[src/rtl/jtag_host_pkg.sv]
// rtl/jtag_host_pkg.sv - command encodings, FSM states and TMS sequence lengths for the JTAG host shifter
package jtag_host_pkg;

    localparam logic [1:0] OP_DR   = 2'b00;
    localparam logic [1:0] OP_IR   = 2'b01;
    localparam logic [1:0] OP_RST  = 2'b10;
    localparam logic [1:0] OP_IDLE = 2'b11;

    typedef logic [2:0] state_t;

    localparam state_t ST_RST_SEQ = 3'd0;
    localparam state_t ST_IDLE    = 3'd1;
    localparam state_t ST_PRE     = 3'd2;
    localparam state_t ST_SHIFT   = 3'd3;
    localparam state_t ST_POST    = 3'd4;
    localparam state_t ST_DONE    = 3'd5;

    localparam int PRE_DR_TCKS  = 3;
    localparam int PRE_IR_TCKS  = 4;
    localparam int POST_TCKS    = 2;
    localparam int RST_SEQ_TCKS = 6;

    function automatic int pre_tcks(input logic [1:0] op);
        return (op == OP_IR) ? PRE_IR_TCKS : PRE_DR_TCKS;
    endfunction

endpackage

[src/rtl/jtag_tck_gen.sv]
// rtl/jtag_tck_gen.sv - TCK divider: low half then high half, TCK_HALF clk each, with fall/rise strobes
module jtag_tck_gen #(
    parameter int TCK_HALF = 2
) (
    input  logic clk,
    input  logic rst_n,
    input  logic en,
    output logic tck,
    output logic fall_stb,
    output logic rise_stb
);
    localparam int CNT_W = (TCK_HALF > 1) ? $clog2(2 * TCK_HALF) : 1;

    logic [CNT_W-1:0] r_cnt;
    logic             r_tck;

    // Strobes mark the clk edge on which tck itself changes level.
    assign rise_stb = en && (r_cnt == CNT_W'(TCK_HALF - 1));
    assign fall_stb = en && (r_cnt == CNT_W'(2 * TCK_HALF - 1));
    assign tck      = r_tck;

    always_ff @(posedge clk or negedge rst_n) begin
        if (!rst_n) begin
            r_cnt <= '0;
            r_tck <= 1'b0;
        end else if (en) begin
            if (fall_stb) begin
                r_cnt <= '0;
                r_tck <= 1'b0;
            end else begin
                r_cnt <= r_cnt + CNT_W'(1);
                if (rise_stb) r_tck <= 1'b1;
            end
        end
    end

endmodule

[src/rtl/jtag_host_shifter.sv]
// rtl/jtag_host_shifter.sv - JTAG host initiator; JTAG_LOOPBACK_EN captures delayed tdi instead of tdo
module jtag_host_shifter
    import jtag_host_pkg::*;
#(
    parameter int DATA_W   = 32,
    parameter int LEN_W    = 5,
    parameter int TCK_HALF = 2
) (
    input  logic              clk,
    input  logic              rst_n,
    input  logic              cmd_valid,
    output logic              cmd_ready,
    input  logic [1:0]        cmd_op,
    input  logic [LEN_W-1:0]  cmd_len,
    input  logic [DATA_W-1:0] cmd_data,
    output logic              rsp_valid,
    output logic [DATA_W-1:0] rsp_data,
    output logic              tck,
    output logic              tms,
    output logic              tdi,
    input  logic              tdo
);
    state_t            r_state;
    logic [LEN_W-1:0]  r_idx;
    logic [LEN_W-1:0]  r_len;
    logic [1:0]        r_op;
    logic [DATA_W-1:0] r_data;
    logic [DATA_W-1:0] r_acc;
    logic [DATA_W-1:0] r_rsp;

    state_t w_next;
    logic   w_en, w_fall, w_rise, w_last, w_tms, w_tdi, w_cap;

    assign w_en = (r_state != ST_IDLE) && (r_state != ST_DONE);

    jtag_tck_gen #(.TCK_HALF(TCK_HALF)) u_tck_gen (
        .clk      (clk),
        .rst_n    (rst_n),
        .en       (w_en),
        .tck      (tck),
        .fall_stb (w_fall),
        .rise_stb (w_rise)
    );

`ifdef JTAG_LOOPBACK_EN
    logic r_loop;
    always_ff @(posedge clk or negedge rst_n) begin
        if (!rst_n)      r_loop <= 1'b0;
        else if (w_rise) r_loop <= w_tdi;
    end
    assign w_cap = r_loop;
`else
    assign w_cap = tdo;
`endif

    // Preamble always ends with two tms=0 TCKs (Capture, Shift); the leading ones select DR or IR.
    always_comb begin
        w_last = 1'b0;
        w_next = ST_IDLE;
        w_tms  = 1'b0;
        w_tdi  = 1'b0;
        case (r_state)
            ST_RST_SEQ: begin
                w_last = (r_idx == LEN_W'(RST_SEQ_TCKS - 1));
                w_next = (r_op == OP_RST) ? ST_DONE : ST_IDLE;
                w_tms  = !w_last;
            end
            ST_PRE: begin
                w_last = (r_idx == LEN_W'(pre_tcks(r_op) - 1));
                w_next = ST_SHIFT;
                w_tms  = (r_idx < LEN_W'(pre_tcks(r_op) - 2));
            end
            ST_SHIFT: begin
                w_last = (r_idx == r_len - LEN_W'(1));
                w_next = (r_op == OP_IDLE) ? ST_DONE : ST_POST;
                w_tms  = (r_op != OP_IDLE) && w_last;
                w_tdi  = (r_op != OP_IDLE) && r_data[r_idx];
            end
            ST_POST: begin
                w_last = (r_idx == LEN_W'(POST_TCKS - 1));
                w_next = ST_DONE;
                w_tms  = (r_idx == '0);
            end
            default: ;
        endcase
    end

    always_ff @(posedge clk or negedge rst_n) begin
        if (!rst_n) begin
            r_state <= ST_RST_SEQ;
            r_idx   <= '0;
            r_len   <= '0;
            r_op    <= OP_DR;
            r_data  <= '0;
            r_acc   <= '0;
            r_rsp   <= '0;
        end else begin
            if (w_rise && (r_state == ST_SHIFT) && (r_op != OP_IDLE))
                r_acc[r_idx] <= w_cap;
            if (r_state == ST_IDLE) begin
                if (cmd_valid) begin
                    r_op   <= cmd_op;
                    r_len  <= cmd_len;
                    r_data <= cmd_data;
                    r_acc  <= '0;
                    r_idx  <= '0;
                    r_state <= (cmd_op == OP_RST)  ? ST_RST_SEQ :
                               (cmd_op == OP_IDLE) ? ST_SHIFT   : ST_PRE;
                end
            end else if (r_state == ST_DONE) begin
                r_state <= ST_IDLE;
            end else if (w_fall) begin
                if (w_last) begin
                    r_idx   <= '0;
                    r_state <= w_next;
                    if (w_next == ST_DONE) r_rsp <= r_acc;
                end else begin
                    r_idx <= r_idx + LEN_W'(1);
                end
            end
        end
    end

    assign cmd_ready = (r_state == ST_IDLE);
    assign rsp_valid = (r_state == ST_DONE);
    assign rsp_data  = r_rsp;
    assign tms       = w_tms;
    assign tdi       = w_tdi;

endmodule
[config.mk]
export PLATFORM = sky130hd
export DESIGN_NAME = jtag_host_shifter
export DESIGN_NICKNAME = d
export VERILOG_FILES = /design/src/rtl/jtag_host_pkg.sv /design/src/rtl/jtag_tck_gen.sv /design/src/rtl/jtag_host_shifter.sv
export SDC_FILE = /design/constraint.sdc
export NUM_CORES = 1
export LEC_CHECK = 0
export ABC_AREA = 1
export ABC_CLOCK_PERIOD_IN_PS = 5040
export CELL_PAD_IN_SITES_DETAIL_PLACEMENT = 1
export CELL_PAD_IN_SITES_GLOBAL_PLACEMENT = 2
export CORE_AREA = 2 2 133 148
export DETAILED_ROUTE_END_ITERATION = 8
export DIE_AREA = 0 0 135 150
export PLACE_DENSITY_LB_ADDON = 0.1
export SLEW_MARGIN = 20
export SYNTH_ARGS = -nofsm -noshare
export SYNTH_HDL_FRONTEND = slang
export SYNTH_SLANG_ARGS = --single-unit
export TNS_END_PERCENT = 30
[constraint.sdc]
create_clock -name clk -period 5.04 [get_ports clk]
set_clock_uncertainty 0.15 [all_clocks]
set_input_delay 1.008 -clock clk [delete_from_list [all_inputs] [get_ports clk]]
set_output_delay 1.008 -clock clk [all_outputs]
set_load 0.02 [all_outputs]
==> results.yml <==
worst_setup_path:
  required_ns: 3.88
  crit_path_end: "tdi"
  rr_worst_depth: 8
  r2r_start: "r_idx[1]"
  crit_path_max_incr_delay_ns: 0.93
  worstPathCellList: "inv_2 -> o21ai_0 -> o22ai_1 -> nand2_1 -> nand2_1 -> nor2_1 -> a21oi_1 -> clkdlybuf4s50_1"
  regToRegEndpoint: "rsp_data[27]"
  arrival_ns: 2.94
  crit_path_max_fanout: 26
  startpoint_type: "flop"
  slowest_stage: "dfrtp_1"
  crit_buf_inv: 2
  reg2reg_slack_ns: 1.91
  crit_family: "flip-flops"
  crit_start: "r_idx[0]"
  cp.depth: 8
  crit_path_frequent_cell: "nand2_1"
  end_kind: "output pin"
  path_class: "reg2out"
clocking:
  path_clk_slew_ns: 0.06
  htree_num_levels: 4
  cts_tree: "done"
  cts-root-buf: "clkbuf_16"
  cts.sinks: 114
  hold_buffers: 0
  post_cts_buffers: 0
  clk_path_buf_depth: 2
  post_cts_resized: 0
  clk_latency_ns: 0.41
  cts-buffers-inserted: 17
floorplanning:
  core_area_mm2: 0.0188
  initial_utilization: 0.293
  dieHeight_um: 150
  io_pins: 80
  num_rows: 53
  die-area_mm2: 0.0203
  die_x_um: 135
timing:
  tns_ns: 0
  rsz0062_at_grt: "false"
  clock.fmax_mhz: 244
  post-route-period-util: 0.813
  fin_crit_ns: 4.10
  slew_headroom: 0.388
  finalSetupViolCount: 0
  layout_setup_ws_ns: 0.941
  finalHoldViolCount: 0
  worst_pin_slew_ns: 0.914
  finalMaxSlewViolations: 0
route:
  drc: 0
  vias: 4627
  via_per_inst: 4.78
  drt-wirelength-per-cell_um: 15.9
  drt_iter0_markers: 177
  drtPass1Iterations: 4
  drt_wl_total_um: 15400
  ant_nets: 0
finish:
  drive_above_1_share: 0.132
  fin_area_mm2: 0.00708
  final_nets: 760
  layout.cells.non_filler: 969
  fill_cells: 2224
  diodes: 0
  areaGrowthSynthToFinish_pct: 28.4
placed_design:
  dp_hpwl_um: 10700
  place_inst: 937
  gp_congestion: 0.745
  portBuffers: 79
  dpl_cell_area_mm2: 0.00648
  pre_cts_slack_ns: 1.36
hold_path:
  min_path_type: "reg2reg"
  worstHoldStart: "rsp_data[15]"
pwr:
  p_leak_nw: 3.41
  ir_drop_v: 0.000229
  power_density_mw_per_mm2: 308
  p_total_w: 0.00218
yosys:
  syn-num-nets: 688
  synth_cell_types: 32
  synth_area_leaders: "dfrtp_1 52%, nand2_1 8.5%, nor2_1 6.8%, mux2_2 6.7%, nand3_1 4.6%"
  synth_warnings: 0
  synthTopCellsByCount: "125 x nand2_1, 114 x dfrtp_1, 100 x nor2_1"
  synth_top_area_frac: 0.517
  yosysTopAreaCell: "dfrtp_1"
  synth_edf_count: 0
  ys_seq_area_frac: 0.517
  netlist_area_mm2: 0.00551
  ys.flop_type: "dfrtp_1"
  yosysMostFrequentCell: "nand2_1"
  syn_avg_cell_area_um2: 8.66
  synthArstFlopShare: 1.00
  synth-seq-cells: 114
  syn_inst: 637
global_route:
  grt_usage: 0.164
  grt_pass1_wl_um: 26000
  antenna_found_initial: 0
  grt_max_degree: 56
  grt_pass1_vias: 5017
  gr-total-overflow: 0
run_status:
  status: "completed"
flow_run:
  cap_viol_max_count: 0
[layout by cell type, fill, tap and decap left out, drive strengths merged]
cell	instances
o21ai	54
a211oi	1
nor2	105
nand3	55
o211ai	1
ha	8
nand4	3
a21oi	10
a22oi	1
xor2	1
o22ai	11
clkinv	4
nand3b	1
clkinvlp	3
buf	7
mux2	33
inv	33
a31oi	1
bufinv	2
clkbuf	24
nor3	38
dfrtp	114
clkdlybuf4s50	78
nand2	133
xnor2	1
[flip-flops by register name, summed over array words and instances, names as in the netlist]
| name | cells |
|---|---|
| r_acc | 32 |
| r_data | 32 |
| rsp_data | 32 |
| r_idx | 5 |
| r_len | 5 |
| r_state | 3 |
| r_op | 2 |
| u_tck_gen.r_cnt | 2 |
| u_tck_gen.tck | 1 |
[stage by stage]
| step | util | hold slack (ns) |
|---|---|---|
| after floorplan | - | 0.320 |
| after global placement | 0.344 | 0.303 |
| after detailed placement | 0.344 | 0.307 |
| after CTS | 0.376 | 0.321 |
| after global routing | 0.376 | 0.340 |
| final | 0.376 | 0.320 |
[where the power goes]
| group | switching, W | internal, W |
|---|---|---|
| clock | 0.000425 | 0.000779 |
| combinational | 0.0000278 | 0.0000299 |
| sequential | 0 | 0.000916 |
| total | 0.000453 | 0.00172 |
[worst register-to-register path, delay by kind of cell (launching register included)]
kind	cells	cell delay, ns
simple gates	5	1.14
fa+ha+maj	1	0.30
buf+inv	2	0.85
flops	1	0.59
[how the worst min path moves through the flow]
stage | to | slack (ns) | depth (start not counted)
after global placement | rsp_data[0] | 0.30 | 2
after CTS | rsp_data[14] | 0.32 | 2
after floorplan | rsp_data[10] | 0.32 | 2
after detailed placement | rsp_data[14] | 0.31 | 2
after global routing | rsp_data[0] | 0.34 | 2
final | rsp_data[15] | 0.32 | 2
[layout make-up]
class	count	area, um2	share of cell area
clock buffer	24	492	0.0695
clock inverter	8	101	0.0143
inverter	34	128	0.0180
multi-input combinational	457	2360	0.334
sequential	114	2850	0.403
tap	247	309	0.0437
timing repair buffer	85	833	0.118
[cell families (layout without fill, tap and decap cells)]
kind of cell,after synthesis,count (layout),share of synthesized area
simple gates,335,335,0.263
flops,114,114,0.517
compound gates,79,79,0.0758
buf+inv,66,151,0.0547
mux,33,33,0.0674
fa+ha+maj,8,8,0.0182
xor+xnor,2,2,0.00318
[routing by layer]
layer,vias up,share of wire,wire [um],track usage
met5,-,0,0,0
met4,0,0.015,236,0.0542
met3,15,0.024,369,0.0352
met2,63,0.51,7940,0.290
met1,2288,0.45,6870,0.198
li1,2261,-,-,-
Power figures use the tool's default switching activity.
